===== src/rtl/mux_arbiter.sv =====
// Round-robin arbiter/sequencer for a shared 4-bit strobed 2:1 mux: grants one
// requester, enables the mux for SETTLE cycles, captures Y and offers it on a valid/ready port.
module mux_arbiter #(
    parameter int unsigned SETTLE = 2
) (
    input  logic       clk,
    input  logic       rst,
    input  logic       req_a,
    input  logic       req_b,
    output logic       gnt_a,
    output logic       gnt_b,
    output logic       select,
    output logic       strobe,
    input  logic [3:0] mux_y,
    output logic [3:0] out_data,
    output logic       out_src,
    output logic       out_valid,
    input  logic       out_ready
);

    typedef enum logic [1:0] {
        S_IDLE,
        S_SETTLE,
        S_OUT
    } state_t;

    localparam logic [3:0] CNT_INIT = 4'(SETTLE - 1);

    state_t     state;
    logic       prio;
    logic [3:0] cnt;
    logic       any_req;
    logic       winner;

    // winner only feeds registers, so outputs stay free of combinational paths
    always_comb begin
        any_req = req_a | req_b;
        winner  = (req_a && req_b) ? prio : req_b;
    end

    always_ff @(posedge clk or posedge rst) begin
        if (rst) begin
            state     <= S_IDLE;
            gnt_a     <= 1'b0;
            gnt_b     <= 1'b0;
            select    <= 1'b0;
            strobe    <= 1'b1;
            out_data  <= '0;
            out_src   <= 1'b0;
            out_valid <= 1'b0;
            prio      <= 1'b0;
            cnt       <= '0;
        end else begin
            case (state)
                S_IDLE: begin
                    if (any_req) begin
                        state  <= S_SETTLE;
                        gnt_a  <= ~winner;
                        gnt_b  <= winner;
                        select <= winner;
                        strobe <= 1'b0;
                        cnt    <= CNT_INIT;
                        prio   <= ~winner;
                    end
                end
                S_SETTLE: begin
                    if (cnt == '0) begin
                        state     <= S_OUT;
                        out_data  <= mux_y;
                        out_src   <= select;
                        out_valid <= 1'b1;
                        gnt_a     <= 1'b0;
                        gnt_b     <= 1'b0;
                        strobe    <= 1'b1;
                    end else begin
                        cnt <= cnt - 4'd1;
                    end
                end
                S_OUT: begin
                    if (out_ready) begin
                        out_valid <= 1'b0;
                        // a pending request re-arbitrates directly, skipping IDLE
                        if (any_req) begin
                            state  <= S_SETTLE;
                            gnt_a  <= ~winner;
                            gnt_b  <= winner;
                            select <= winner;
                            strobe <= 1'b0;
                            cnt    <= CNT_INIT;
                            prio   <= ~winner;
                        end else begin
                            state <= S_IDLE;
                        end
                    end
                end
                default: state <= S_IDLE;
            endcase
        end
    end

endmodule


===== config.mk =====
export PLATFORM = sky130hd
export DESIGN_NAME = mux_arbiter
export DESIGN_NICKNAME = d
export VERILOG_FILES = /design/src/rtl/mux_arbiter.sv
export SDC_FILE = /design/constraint.sdc
export NUM_CORES = 1
export LEC_CHECK = 0
export CAP_MARGIN = 20
export CORE_UTILIZATION = 45
export CTS_CLUSTER_SIZE = 28
export DETAILED_ROUTE_END_ITERATION = 8
export GPL_TIMING_DRIVEN = 0
export PLACE_DENSITY = 0.79
export RECOVER_POWER = 50
export SETUP_SLACK_MARGIN = 0.05
export SLEW_MARGIN = 20
export SYNTH_ARGS = -nofsm -noshare
export SYNTH_HDL_FRONTEND = slang
export SYNTH_SLANG_ARGS = --single-unit

===== constraint.sdc =====
create_clock -name clk -period 2.1 [get_ports clk]
set_input_delay 0.42 -clock clk [delete_from_list [all_inputs] [get_ports clk]]
set_output_delay 0.42 -clock clk [all_outputs]
set_load 0.01 [all_outputs]

# Word level (Yosys, flattened, before mapping)

Cells that the tools add are included.

Register bits after elaboration: 17
Output and inout bits: 10

Add/sub/neg operators: 1
Eq/ne operators: 6
Muxes and demuxes: 29
Bitwise gates (word level): 2
Reductions and logical operators: 12

Operator list:

| operator            | number |
|---|---|
| $mux 1              | 15 |
| $mux 4              | 3 |
| $pmux 4 s3          | 1 |
| $reduce_and 3->1    | 4 |
| $pmux 1 s3          | 3 |
| $ne 2x2->1 const B  | 4 |
| $mux 2              | 3 |
| $pmux 1 s2          | 3 |
| $pmux 2 s3          | 1 |
| $logic_not 4->1     | 1 |
| $reduce_and 2->1    | 2 |
| $reduce_bool 2->1   | 2 |
| $sub 4x1->4 const B | 1 |
| $reduce_bool 3->1   | 1 |
| $eq 2x1->1 const B  | 1 |
| $eq 2x2->1 const B  | 1 |
| $logic_not 2->1     | 1 |
| $logic_and 1x1->1   | 1 |
| $not 1->1           | 1 |
| $or 1x1->1          | 1 |

# Logic depth before layout (Yosys ltp)

Depth after elaboration: 6
Gate-level depth with buffers: 5
Gate-level depth less buffers: 5

# Worst setup path before layout

No wires, ideal clock.

Kind: reg2reg
From: reg cnt[0]
To: reg gnt_b
Library setup time: 0.127 ns
Arrival time: 1.378 ns
Data required time: 1.973 ns
Slack: 0.595 ns
Cell stages (with the launch flop): 6
Path buffers: 0
Clock period less this slack: 1.505 ns
Cell sequence: dfrtp_1 inv_1 ha_1 or3b_4 a221oi_2 o2bb2ai_1

Word-level cells in the longest chain between the ends: 3

Ends and longest elaborated chain:

| element                           | line | source |
|---|---|---|
| from (decl)                       | 31   | `logic [3:0] cnt;` |
| from (signal assigned)            | 76   | `cnt <= cnt - 4'd1;` |
| $logic_not 4->1                   | 67   | `if (cnt == '0) begin` |
| $ne 2x2->1 (no source line)       | n/a  |  |
| $reduce_and 3->1 (no source line) | n/a  |  |
| to (signal assigned)              | 59   | `gnt_b <= winner;` |
| to (signal assigned)              | 86   | `gnt_b <= winner;` |
| to (decl)                         | 11   | `output logic gnt_b,` |

No other way between the ends.
A chain may end at the register's enable or synchronous reset.

# Worst setup path in the final report

From: reg strobe
To: out strobe

RTL lines:

| element                | line | source |
|---|---|---|
| from (decl)            | 13   | `output logic strobe,` |
| from (signal assigned) | 47   | `strobe <= 1'b1;` |
| from (signal assigned) | 61   | `strobe <= 1'b0;` |
| from (signal assigned) | 74   | `strobe <= 1'b1;` |

No word-level cell between the ends.

==> results.md <==
* First-pass detailed-route iteration total at 4
* Final core occ at 0.6152
* Worst Path Max Fanout at 3
* Final wirelength at roughly 1.4 mm
* Crit path buffers/inverters at 1
* Commonest non-fill, non-tap cells in the layout: dfrtp_1 (16), clkdlybuf4s50_1 (16), inv_1 (6)
* Fin. max-slew vios at 0
* Clock share of power at 0.103
* Net Count, Synth at 78
* I/O Pins at 19
* RD Place Congestion at 0.7079
* Final hold vios at 0
* Grt ovf at 0
* Post-CTS Repair Setup Buffers at 0
* RR Endpoint: out_src$_DFFE_PP0P_
* CP Depth at 1
* Post-synthesis cell area at 823.3 µm²
* Yosys Warn Count at 0
* Die width at between 40 and 50 µm
* Core ar. at approximately 1700 µm²
* CTS max path bufs at 2
* Crit start category: flop
* Crit Reg-Reg Startpoint: cnt[1]$_DFFE_PP0P_
* Setup CP Type: reg2out
* Outcome: finished clean
* Tcrit/Tclk final at 0.8447
* Routed len/inst at 12.31 µm
* Peak supply drop at 0.0008243 V
* Crit. End Element: output pin
* Combinational share of power at 0.526
* Cts bufs inserted at 3
* DRC at 0
* Area added between synthesis and finish at 29.03%
* Hold buffers post-CTS at 0
* Delay-heaviest family, CP: flip-flops
* R2R depth at 5
* FP Rows at 15
* Hold Path Class: reg2reg
* WP data arrival at ~1.4 ns
* Syn Area/Cell at 12.11 µm²
* Final Critical Period at 1.774 ns
* Port bufs at 18
* Vias in the first global route at 575
* Die H at 44.78 µm
* CTS tree: built
* Max Freq at 563.7 MHz
* Clock sinks at 17
* WP data required at 1.68 ns
* P_leak at 0.4830 nW
* Root Buffer: clkbuf_4
* N_diodes at 0
* Max Cap Viol at 0
* Switch Pwr at 0.0006105 W
* Seq cells post-synth at 17
* DR iter-0 viols at 5
* Nets at 101
* Clk slew on worst S/H paths at 0.10 ns
* CP max stage delay at 0.54 ns
* Slowest cell on crit path: dfstp_2
* Vias per inst at 5.070
* CTS resizes at 0
* Setup TNS at 0 ns
* DP Area at 1035 µm²
* First-pass GRT wire length at about 2.4 mm
* Remaining antenna violation count at 0
* Via count at 583
* Largest net degree at the start of global routing at 18
* Register share of total power at 0.372
* Hpwl dp at 1.106 mm
* Post-synthesis sequential area ratio at 0.5182
* Setup Viol. Count Final at 0
* Least-Margin Pin Slew at 0.6259 ns
* Max_slew headroom at 0.5823
* Worst-path cell chain: clkdlybuf4s50_1
* Design Power at roughly 0.0017 W
* Hold Path End: prio$_DFFE_PP0P_
* Worst Skew at 0.009248 ns
* H-tree levels at 1
* Die area at 2005 µm²
* Post-synthesis instance total at 68
* Internal power at approximately 0.0011 W
* Initial Utilization at 0.4768
* Worst reg2reg setup slack at 0.44 ns
* Clk_lat worst skew at 0.29 ns
* Switching Share at 0.3573
* Min-Delay Path Depth at 1
* Share of post-route cells with drive strength above 1 at 0.1889
* CP startpoint: strobe$_DFFE_PP1P_
* Min-delay src: prio$_DFFE_PP0P_
* Fin area at approximately 1100 µm²
* Pwr dens at between 1500 and 2000 nW/µm²
* Synth unique cells at 32
* GRT Overall Usage at 0.1699
* Unrepaired setup endpoints after global routing: no
* Initial antenna violation count at 0
-- per-layer routing --
metal / share of wire / global-route usage / routed length (µm)
met1: 0.45 / 0.2021 / 636
met4: 0.026 / 0.1091 / 37
met2: 0.49 / 0.2882 / 695
met5: 0 / 0 / 0
met3: 0.032 / 0.02400 / 46
-- layout make-up --
type                    instances  area [µm²]
clock buffers                   3       22.52
clock inverters                 1       5.005
fillers                       151       664.4
inverters                       6       22.52
multi-input cells              45       374.1
flip-flops and latches         17       426.7
well taps                      25       31.28
repair buffers                 18       180.2
-- kinds of logic after synthesis --
| kind of cell | count (synthesis) | share of synthesized area |
|---|---|---|
| flops | 17 | 0.5182 |
| xor+xnor | 1 | 0.01064 |
| mux | 7 | 0.1155 |
| simple gates | 18 | 0.1565 |
| buf+inv | 6 | 0.02735 |
| compound gates | 18 | 0.1565 |
| fa+ha+maj | 1 | 0.01520 |
-- registers in the layout (all words and copies together) (netlist names) --
register	cells
cnt	4
gnt_a	1
gnt_b	1
out_data	4
out_src	1
out_valid	1
prio	1
select	1
state	2
strobe	1
-- power by group through the flow --
stage / Sequential (W) / Clock (W) / Combinational (W)
floorplan: 0.000662 / 0 / 0.000574
global placement: 0.000631 / 0 / 0.000889
detailed placement: 0.000645 / 0 / 0.000907
CTS: 0.000637 / 0.000181 / 0.000911
global route: 0.000662 / 0.000193 / 0.000986
finish: 0.000635 / 0.000175 / 0.000899
-- synthesized netlist by cell type --
master / count / area share
a21bo_2: 1 / 0.012
a21o_1: 1 / 0.0091
a21o_2: 1 / 0.011
a21oi_1: 5 / 0.030
a221oi_2: 1 / 0.018
a22o_1: 1 / 0.011
a22oi_1: 1 / 0.0091
a31oi_1: 1 / 0.0076
and2b_2: 1 / 0.011
and3_1: 1 / 0.0076
dfrtp_1: 16 / 0.49
dfstp_2: 1 / 0.032
ha_1: 1 / 0.015
inv_1: 6 / 0.027
mux2_4: 5 / 0.091
mux2i_1: 2 / 0.024
nand2_1: 2 / 0.0091
nand2_4: 1 / 0.014
nand2b_1: 4 / 0.030
nand3_1: 1 / 0.0061
nand3b_1: 1 / 0.0091
nor2_1: 1 / 0.0046
nor2b_1: 1 / 0.0076
nor3_1: 2 / 0.012
nor3b_4: 1 / 0.023
o21a_1: 1 / 0.0091
o21ai_0: 2 / 0.012
o21ai_1: 1 / 0.0061
o2bb2ai_1: 2 / 0.021
or2b_1: 1 / 0.0091
or3b_4: 1 / 0.014
xnor2_1: 1 / 0.011
-- how the worst max path moves through the flow --
stage / to / slack [ns]
finish: strobe / 0.33
floorplan: gnt_b$_DFFE_PP0P_ / 0.60
global route: strobe / 0.28
global placement: cnt[1]$_DFFE_PP0P_ / 0.45
detailed placement: out_src$_DFFE_PP0P_ / 0.44
CTS: strobe / 0.31
-- through the flow --
stage                     instances  hold WS (ns)  setup slack (ns)
after floorplan                  68        0.3453            0.5950
after global placement          111        0.4722            0.4473
after detailed placement        111        0.4941            0.4364
after CTS                       115        0.5090            0.3143
after global routing            115        0.5402            0.2835
final                           115        0.5042            0.3261
Power figures use the tool's default switching activity.
